**src/rtl/pixel_frame_controller.sv**
```systemverilog
// Frame sequencer for the pixel array: erase -> expose -> convert -> read1 -> read2,
// with a ramp-synchronous conversion code and a start/busy/done handshake.
module pixel_frame_controller #(
  parameter int unsigned ERASE_CYCLES   = 5,
  parameter int unsigned EXPOSE_CYCLES  = 255,
  parameter int unsigned CONVERT_CYCLES = 255,
  parameter int unsigned READ_CYCLES    = 5,
  parameter int unsigned COUNT_W        = 8,
  parameter int unsigned CNT_W          = 16
) (
  input  logic               clk,
  input  logic               reset,
  input  logic               start,
  input  logic               continuous,
  input  logic               abort,
  output logic               erase,
  output logic               expose,
  output logic               convert,
  output logic               read1,
  output logic               read2,
  output logic [COUNT_W-1:0] conv_code,
  output logic               busy,
  output logic               frame_done
);

  typedef enum logic [2:0] {
    IDLE,
    ERASE,
    EXPOSE,
    CONVERT,
    READ1,
    READ2
  } state_t;

  state_t           state;
  state_t           state_nxt;
  logic [CNT_W-1:0] cnt;
  logic [CNT_W-1:0] phase_last;
  logic             phase_end;

  always_comb begin
    phase_last = '0;
    case (state)
      ERASE:   phase_last = CNT_W'(ERASE_CYCLES - 1);
      EXPOSE:  phase_last = CNT_W'(EXPOSE_CYCLES - 1);
      CONVERT: phase_last = CNT_W'(CONVERT_CYCLES - 1);
      READ1:   phase_last = CNT_W'(READ_CYCLES - 1);
      READ2:   phase_last = CNT_W'(READ_CYCLES - 1);
      default: phase_last = '0;
    endcase
  end

  assign phase_end = (cnt == phase_last);

  // abort outranks both start (in IDLE) and every phase transition
  always_comb begin
    state_nxt = state;
    if (state == IDLE) begin
      if (start && !abort) state_nxt = ERASE;
    end else if (abort) begin
      state_nxt = IDLE;
    end else if (phase_end) begin
      case (state)
        ERASE:   state_nxt = EXPOSE;
        EXPOSE:  state_nxt = CONVERT;
        CONVERT: state_nxt = READ1;
        READ1:   state_nxt = READ2;
        READ2:   state_nxt = continuous ? ERASE : IDLE;
        default: state_nxt = IDLE;
      endcase
    end
  end

  // Outputs are registered from the next-state decode so they line up with the state register
  always_ff @(posedge clk or negedge reset) begin
    if (!reset) begin
      state      <= IDLE;
      cnt        <= '0;
      erase      <= 1'b0;
      expose     <= 1'b0;
      convert    <= 1'b0;
      read1      <= 1'b0;
      read2      <= 1'b0;
      conv_code  <= '0;
      busy       <= 1'b0;
      frame_done <= 1'b0;
    end else begin
      state <= state_nxt;
      if (state_nxt != state || state == IDLE) cnt <= '0;
      else                                     cnt <= cnt + CNT_W'(1);
      erase      <= (state_nxt == ERASE);
      expose     <= (state_nxt == EXPOSE);
      convert    <= (state_nxt == CONVERT);
      read1      <= (state_nxt == READ1);
      read2      <= (state_nxt == READ2);
      busy       <= (state_nxt != IDLE);
      frame_done <= (state == READ2) && phase_end && !abort;
      if (state == CONVERT && state_nxt == CONVERT) conv_code <= conv_code + COUNT_W'(1);
      else                                          conv_code <= '0;
    end
  end

endmodule
```
**config.mk**
```make
export PLATFORM = sky130hd
export DESIGN_NAME = pixel_frame_controller
export DESIGN_NICKNAME = d
export VERILOG_FILES = /design/src/rtl/pixel_frame_controller.sv
export SDC_FILE = /design/constraint.sdc
export NUM_CORES = 1
export LEC_CHECK = 0
export ABC_AREA = 1
export CELL_PAD_IN_SITES_DETAIL_PLACEMENT = 0
export CELL_PAD_IN_SITES_GLOBAL_PLACEMENT = 2
export CORE_MARGIN = 5
export CORE_UTILIZATION = 34
export CTS_CLUSTER_SIZE = 16
export DETAILED_ROUTE_END_ITERATION = 10
export DONT_BUFFER_PORTS = 1
export PLACE_DENSITY_LB_ADDON = 0.1
export SYNTH_ARGS = -nofsm -noshare
export SYNTH_HDL_FRONTEND = slang
export SYNTH_SLANG_ARGS = --single-unit
export TNS_END_PERCENT = 10
```
**constraint.sdc**
```tcl
create_clock -name clk -period 1.85 [get_ports clk]
set_input_delay 0.555 -clock clk [delete_from_list [all_inputs] [get_ports clk]]
set_output_delay 0.555 -clock clk [all_outputs]
set_load 0.01 [all_outputs]
```
**After elaboration in Yosys (flattened, before gate mapping)**

Index checks and enable logic that the tools add are counted.
Widths: inputs -> output; s select.

- Flip-flop bits (word level): 34
- Input port bits: 5
- Output and inout bits: 15
- Word-level logic and storage cells: 43

- $add $sub $neg: 2
- Equal/unequal tests: 12
- Muxes and demuxes: 9
- Reduce and logical (&&, ||, !) cells: 10

Operators by type and width:

| kind | count |
|---|---|
| $add 16x1->16 const B | 1 |
| $eq 16x16->1 | 1 |
| $mux 16 | 1 |
| $pmux 8 s2 | 1 |
| $pmux 3 s5 | 1 |
| $eq 3x2->1 const B | 4 |
| $eq 3x3->1 const B | 4 |
| $mux 3 | 4 |
| $add 8x1->8 const B | 1 |
| $mux 8 | 1 |
| $eq 3x1->1 const B | 2 |
| $logic_and 1x1->1 | 4 |
| $logic_not 3->1 | 1 |
| $ne 3x3->1 | 1 |
| $reduce_bool 3->1 | 1 |
| $reduce_or 3->1 | 1 |
| $reduce_or 2->1 | 1 |
| $logic_not 1->1 | 1 |
| $logic_or 1x1->1 | 1 |
| $mux 1 | 1 |

**Logic depth before layout (Yosys ltp)**

Gate-level depths: netlist of run 1.

- Depth in word-level cells: 10
- Gate-level depth with buffers: 16
- Mapped depth without buffers: 15

**Worst setup path before layout of run 1**

Ideal clock, no wire load.

- Kind: register -> register
- From: register state[1]
- To: register cnt[7]
- Library setup time: 128 ps
- Arrival: 1,854 ps
- Required time: 1,722 ps
- Path slack: -131 ps
- Cell stages (with the launch flop): 16
- Buffers on the path: 1
- Clock period less this slack: 1,981 ps
- Cells stage by stage: dfrtp_1 -> inv_1 -> ha_1 -> nor2_1 -> nand2_2 -> nand2_1 -> nand2_1 -> nor2_4 -> nand2_1 -> nand3_2 -> nand2_4 -> nand2_2 -> nand2_2 -> nand2_4 -> buf_12 -> nor2_4

- Cells in the longest elaborated chain, start to end: 10
- Elaborated cells on any way between the ends: 18
- Those cells by class: eq/ne (7); mux (7); reduce/logical (4)

RTL lines:

| item | RTL line | text |
|---|---|---|
| start: declaration | 35 | `state_t state;` |
| start signal: assignment | 88 | `state <= state_nxt;` |
| $eq 3x3->1, or another cell as far along | 43, 63 |  |
| $reduce_or 3->1 (no source line) or $reduce_or 2->1 (tied branches) | n/a |  |
| $pmux 8 s2 | 43 | `case (state)` |
| $eq 16x16->1 | 53 | `assign phase_end = (cnt == phase_last);` |
| $mux 3 | 62 | `end else if (phase_end) begin` |
| $mux 3 | 60 | `end else if (abort) begin` |
| $mux 3 (*) | 58 | `if (state == IDLE) begin` |
| net state_nxt[0] | 36 | `state_t state_nxt;` |
| $ne 3x3->1 (*) | 89 | `if (state_nxt != state \|\| state == IDLE) cnt <= '0;` |
| $logic_or 1x1->1 (*) | 89 |  |
| $mux 16 (*) | 89 |  |
| end signal: assignment | 90 | `else cnt <= cnt + CNT_W'(1);` |
| end: declaration | 37 | `logic [CNT_W-1:0] cnt;` |

The timed path passes the listed nets; every way through them passes the cells marked *.

**Worst setup path after layout of run 1**

- From: register state[2]
- To: register cnt[6]

- Cells in the longest elaborated chain, start to end: 10
- Elaborated cells on any way between the ends: 18
- Those cells by class: eq/ne (7); mux (7); reduce/logical (4)

RTL lines:

| item | RTL line |
|---|---|
| $eq 3x3->1, or another cell as far along | 43, 63 |
| $reduce_or 3->1 (no source line) or $reduce_or 2->1 (tied branches) | n/a |
| $pmux 8 s2 | 43 |
| $eq 16x16->1 | 53 |
| $mux 3 | 62 |
| $mux 3 | 60 |
| $mux 3 | 58 |
| $ne 3x3->1 | 89 |
| $logic_or 1x1->1 (*) | 89 |
| $mux 16 (*) | 89 |

Every way passes the cells marked *; elsewhere a longest branch is shown, timed or not.

==> results of run 1 <==
## layout make-up
class / count / area [sq um]
Multi-Input combinational cell: 155 / 1008
Tap cell: 72 / 90.09
Inverter: 23 / 86.33
Timing Repair Buffer: 22 / 181.4
Clock inverter: 3 / 45.04
Clock buffer: 5 / 68.82
Fill cell: 553 / 3073
Sequential cell: 34 / 852.1
## power by group
part	internal (mW)	total [mW]	switching [mW]
clock network	0.401	0.685	0.284
logic	0.558	1.53	0.975
registers	0.828	0.936	0.109
## registers in the layout (all words and copies together), names as in the netlist
signal,count
conv_code,8
convert,1
busy,1
frame_done,1
read2,1
expose,1
state,3
read1,1
cnt,16
erase,1
## worst paths after layout
kind | endpoint | slack [ns] | cells after the start
setup / recovery | cnt[6]$_DFF_PN0_ | -0.12 | 13
hold / removal | cnt[9]$_DFF_PN0_ | 0.1 | 1
setup reg to reg | cnt[6]$_DFF_PN0_ | -0.12 | 13
hold reg to reg | cnt[0]$_DFF_PN0_ | 0.52 | 1
max in group asynchronous | state[1]$_DFF_PN0_ | 1.57 | 1
min in group clk | frame_done$_DFF_PN0_ | 0.37 | 1
## per-layer routing
| metal | share of wire, % | vias up | routed length, um | global-route usage, % |
|---|---|---|---|---|
| met5 | 0 | - | 0 | 0 |
| met4 | 2.3 | 0 | 94 | 5.117 |
| met3 | 4.5 | 8 | 179 | 4.541 |
| met2 | 47 | 18 | 1893 | 19.16 |
| met1 | 46 | 681 | 1841 | 14.55 |
| li1 | - | 722 | - | - |
## worst max-delay path, delay by kind of cell (launching register included)
kind	cells	cell delay, ns
and+or+nand+nor	10	1.07
buffers and inverters	1	0.08
AOI/OAI and AO/OA	1	0.18
adders and majority gates	1	0.17
DFF	1	0.41
## cell usage in the layout, fill, tap and decap left out, types with 3 or more instances in the layout
master,netlist,routed
buf_4,0,20
clkbuf_8,0,5
dfrtp_1,34,33
ha_1,5,3
inv_1,22,21
nand2_1,30,26
nand2_2,8,11
nand2_4,2,3
nand3_1,19,18
nand3_2,4,4
nand4_1,5,5
nor2_1,39,33
nor2_2,8,10
nor2_4,6,10
nor3_1,4,4
xnor2_1,8,8
xor2_1,9,9
## stage by stage
| step | util, % | cell area (sq um) | setup TNS [ns] |
|---|---|---|---|
| after floorplan | - | 1864 | -0.9911 |
| after global placement | 38.56 | 2085 | -2.291 |
| after detailed placement | 38.56 | 2085 | -3.306 |
| after CTS | 41.46 | 2241 | -2.220 |
| after global routing | 43.15 | 2332 | -5.598 |
| final | 43.15 | 2332 | -1.567 |
## cells by family after synthesis
kind of cell / after synthesis / synth area share (%)
buffers and inverters: 24 / 5.720
XOR/XNOR: 17 / 8.008
AND/OR/NAND/NOR: 128 / 35.46
flip-flops: 34 / 45.76
AO/OA/AOI/OAI: 4 / 1.682
adder cells (fa/ha/maj): 5 / 3.365
## repair_timing
action,in CTS,in global routing
endpoints found under the setup margin,28,32
buffers inserted,0,1
resized for setup,5,18
pin swaps,1,3
endpoints found under the hold margin,34,0
hold buffers,1,0
gates cloned,0,1
==> summary.txt, run 1 <==
Outcome: finished, violations left
Failing checks: negative setup slack
Flops & latches, synth: 34
Crit. End Element: flip-flop
Post-synth top area share: 45.76%
Die Y: 83.95 um
CP Launch Point: state[2]$_DFF_PN0_
Synth area leader: dfrtp_1
Post-synth top cells: nor2_1 (39), dfrtp_1 (34), nand2_1 (30), inv_1 (22), nand3_1 (19)
Clock Tree Root: clkbuf_8
Max stage delay on crit path: 0.41 ns
Ant diodes: 0
Cell breakdown of the critical path: inv_2, ha_4, nor2_4, nand2_2, o21ai_4, nand3_2, nand2_2, nand3_2, nand2_1, nand2_2, nor2_4, nand2_4, nor2_2
TritonCTS clock tree: built
Placer Congestion: 0.8640
Routed WL per cell: 12.76 um
Slew @ Worst Pin: 0.3333 ns
Sequential fraction of the synthesis area: 45.76%
RSZ-0062 raised after global routing: true
Boundary pin count: 20
Post-Syn Instances: 212
Pwr dens: 1353 mW/mm^2
Final Hold Viols: 0
Row count: 27
Fraction of layout cells with a size suffix above 1: 32.23%
GRT Overall Usage: 12.04%
Post-Layout Cell Count: 314
Netlist cell types: 23
# setup viols final: 26
Syn Std Cell Area: 0.001859 sq mm
First-pass GRT wire length: 6706 um
Worst min path class: in -> async
Final HPWL DP: 3005 um
Worst-path maximum fanout: 8
Sink Count: 34
Slew Limit Headroom: 77.61%
Drt drc: 0
Worst Path Required: 2.07 ns
Core area: 0.005405 sq mm
Crit-path most repeated cell: nand2_2
Worst vdd ir: 544.6 uV
Drt pass-1 iters: 4
Port bufs: 0
Ys Warns: 0
Worst Skew: 0.002381 ns
DRT iter0 DRCs: 47
Final slew viol count: 0
Largest net degree at the start of global routing: 35
Vias per cell: 4.551
Dpl ws: -0.1561 ns
CP startpoint kind: flip-flop
Minimum clock period: 1.972 ns
Final period util: 106.6%
CTS clock-pin slew for the worst setup and hold paths: 0.07 ns
Clk Latency, worst-skew pair: 0.28 ns
Tot Pwr: 3.155 mW
FMAX: 507.1 MHz
Initial Util: 34.40%
Die Width: 83.95 um
Slowest cell on crit path: dfrtp_1
Most common cell in the netlist: nor2_1
Setup WS post-layout: -0.1221 ns
Hold Slack: 0.09586 ns
Area contributors post-synth: dfrtp_1 (46%), nor2_1 (7.9%), nand2_1 (6.1%)
Detail Route Antenna Nets: 0
WP data arrival: 2.19 ns
Max cap viols: 0
EDFF count, synth: 0
Syn_nets: 222
H-tree Lvls: 2
Post-Route WL: 4008 um
Critical path type: reg -> reg
Clock buffer count from CTS: 5
Total number of vias: 1429
Avg Inst Size Synth: 8.770 sq um
Initial antenna violation count: 0
Vias in the first global route: 1454
Reg2Reg Launch Point: state[2]$_DFF_PN0_
Leakage power: 1.045 nW
Grt ovf: 0
Most used flip-flop cell after synthesis: dfrtp_1
Area delta synth->final: 25.44%
Total die area: 0.007048 sq mm
Final #Nets: 251
Clock Path Buffers: 2
Async SR Flop Fraction: 100.0%
DP Cell Count: 303
Note: power is estimated with default switching activity, not from simulation.
==> run 2: changes to the inputs <==
--- a/config.mk
+++ b/config.mk
@@ -6,14 +6,11 @@
 export NUM_CORES = 1
 export LEC_CHECK = 0
 export ABC_AREA = 1
-export CELL_PAD_IN_SITES_DETAIL_PLACEMENT = 0
-export CELL_PAD_IN_SITES_GLOBAL_PLACEMENT = 2
 export CORE_MARGIN = 5
-export CORE_UTILIZATION = 34
+export CORE_UTILIZATION = 43
 export CTS_CLUSTER_SIZE = 16
 export DETAILED_ROUTE_END_ITERATION = 10
 export DONT_BUFFER_PORTS = 1
-export PLACE_DENSITY_LB_ADDON = 0.1
 export SYNTH_ARGS = -nofsm -noshare
 export SYNTH_HDL_FRONTEND = slang
 export SYNTH_SLANG_ARGS = --single-unit
==> summary.txt, run 2 (synthesis results as in run 1) <==
Outcome: finished, violations left
Failing checks: negative setup slack
Tot Pwr: 3.402 mW
Post-Layout Cell Count: 300
Final slew viol count: 0
Clock Tree Root: clkbuf_8
Core area: 0.004264 sq mm
Initial Util: 43.60%
Area delta synth->final: 27.93%
Setup WS post-layout: -0.1186 ns
Ant diodes: 0
Vias in the first global route: 1361
Worst Skew: 0.005798 ns
Total die area: 0.005739 sq mm
Cell breakdown of the critical path: inv_2, ha_4, nor2_1, nand2_1, o21ai_4, nand3_2, nand2_2, nand3_2, nand2_1, nand2_2, nor2_4, nand2_8, nor2_4
Max stage delay on crit path: 0.39 ns
Initial antenna violation count: 0
Filler Cell Count: 384
Vias per cell: 4.777
Number of cells on the worst reg-to-reg path: 13
Final #Nets: 257
CTS clock-pin slew for the worst setup and hold paths: 0.07 ns
Max cap viols: 0
Flop2flop setup slack: -0.12 ns
Routed WL per cell: 12.66 um
Commonest non-fill, non-tap cells in the layout: dfrtp_1 (33), nor2_1 (31), nand2_1 (25)
Port bufs: 0
Largest net degree at the start of global routing: 35
Placer Congestion: 0.8763
# setup viols final: 19
Detail Route Antenna Nets: 0
First-pass GRT wire length: 6161 um
Row count: 24
WP data arrival: 2.20 ns
Clock buffer count from CTS: 5
GRT Overall Usage: 14.49%
Die Width: 75.76 um
RSZ-0062 raised after global routing: true
RR Endpoint: cnt[9]$_DFF_PN0_
Worst Path Required: 2.08 ns
Slew Limit Headroom: 76.95%
Leakage power: 1.079 nW
Crit. End Element: flip-flop
Sink Count: 34
Hold Slack: 0.08844 ns
Flip-flop count of the largest register after layout: 16
Worst min path class: in -> async
Fin util: 55.78%
Fraction of layout cells with a size suffix above 1: 36.29%
Clk Latency, worst-skew pair: 0.30 ns
Commonest non-fill, non-tap cell in the layout: dfrtp_1
Fin area: 0.002379 sq mm
Clock Path Buffers: 2
Reg2Reg Launch Point: state[2]$_DFF_PN0_
Boundary pin count: 20
DRT iter0 DRCs: 51
Largest registers: cnt (16), conv_code (8), state (3)
Post-Route WL: 3797 um
Drt pass-1 iters: 5
H-tree Lvls: 2
Minimum clock period: 1.969 ns
Total number of vias: 1433
Final period util: 106.4%
Final HPWL DP: 2475 um
Area after DPL: 0.002044 sq mm
Dpl ws: -0.1390 ns
Drt drc: 0
Grt ovf: 0
Final Hold Viols: 0
Slew @ Worst Pin: 0.3458 ns
Die Y: 75.76 um
FMAX: 508.0 MHz
Critical path type: reg -> reg
Slowest cell on crit path: dfrtp_1
CP startpoint kind: flip-flop
Worst-path maximum fanout: 8
Kind of cell adding the most delay to the critical path: simple AND/OR/NAND/NOR gates
Reg with most FFs: cnt
Worst path bufs/invs: 1
Pwr dens: 1430 mW/mm^2
DP Cell Count: 281
TritonCTS clock tree: built
Setup TNS: -1.372 ns
Worst vdd ir: 623.3 uV
[run 2: cell count changes in the layout (fill, tap and decap cells not counted), sizes merged]
cell,before,now
buf,22,28
clkinv,0,2
clkinvlp,2,0
[run 2: cell type report]
type                       instances  area, sq um  area share [%]
clock buffer                       5        68.82           2.893
clock inverter                     3        40.04           1.683
inverter                          23        86.33           3.630
multi-input combinational        155         1032           43.40
sequential                        34        852.1           35.82
tap                               52        65.06           2.735
timing repair buffer              28        234.0           9.837
[run 2: power by group]
group          leakage, nW  switching [mW]  internal, mW
Combinational        0.554            1.06         0.732
Clock               0.0579           0.286         0.396
Sequential           0.467           0.103         0.828
Total                 1.08            1.45          1.96
[run 2: repair_timing]
action / CTS / global route
setup endpoints to repair: 27 / 31
endpoints found under the hold margin: 34 / 0
gates cloned: 1 / 0
hold buffers: 1 / 0
gates resized for setup: 18 / 13
setup buffers: 6 / 3
pin swaps: 16 / 6
[run 2: worst max path at each step]
stage	startpoint	end	slack (ns)	depth (start not counted)
floorplan	state[2]$_DFF_PN0_	cnt[7]$_DFF_PN0_	-0.10	15
global placement	state[1]$_DFF_PN0_	cnt[6]$_DFF_PN0_	-0.1	13
detailed placement	state[1]$_DFF_PN0_	cnt[2]$_DFF_PN0_	-0.14	14
CTS	state[2]$_DFF_PN0_	cnt[9]$_DFF_PN0_	-0.11	13
global route	state[2]$_DFF_PN0_	cnt[9]$_DFF_PN0_	-0.20	14
finish	state[2]$_DFF_PN0_	cnt[9]$_DFF_PN0_	-0.12	13
[run 2: layer usage]
layer	GRT usage [%]	vias up	wire length, um
met5	0	-	0
met4	7.573	0	101
met3	3.958	8	139
met2	21.96	22	1860
met1	18.79	666	1696
li1	-	737	-
[run 2: worst reg2reg max path, delay by kind of cell, from the launching register on]
| kind | cells | cell delay [ns] |
|---|---|---|
| buffers and inverters | 1 | 0.08 |
| and+or+nand+nor | 10 | 1.08 |
| adders and majority gates | 1 | 0.17 |
| AOI/OAI and AO/OA | 1 | 0.18 |
| DFF | 1 | 0.39 |
==> run 3: changes to the inputs <==
--- a/config.mk
+++ b/config.mk
@@ -6,6 +6,7 @@
 export NUM_CORES = 1
 export LEC_CHECK = 0
 export ABC_AREA = 1
+export CAP_MARGIN = 20
 export CORE_MARGIN = 5
 export CORE_UTILIZATION = 43
 export CTS_CLUSTER_SIZE = 16
==> results of run 3 <==
Same layout as run 2: the final DEF is identical, and so are final timing and power.
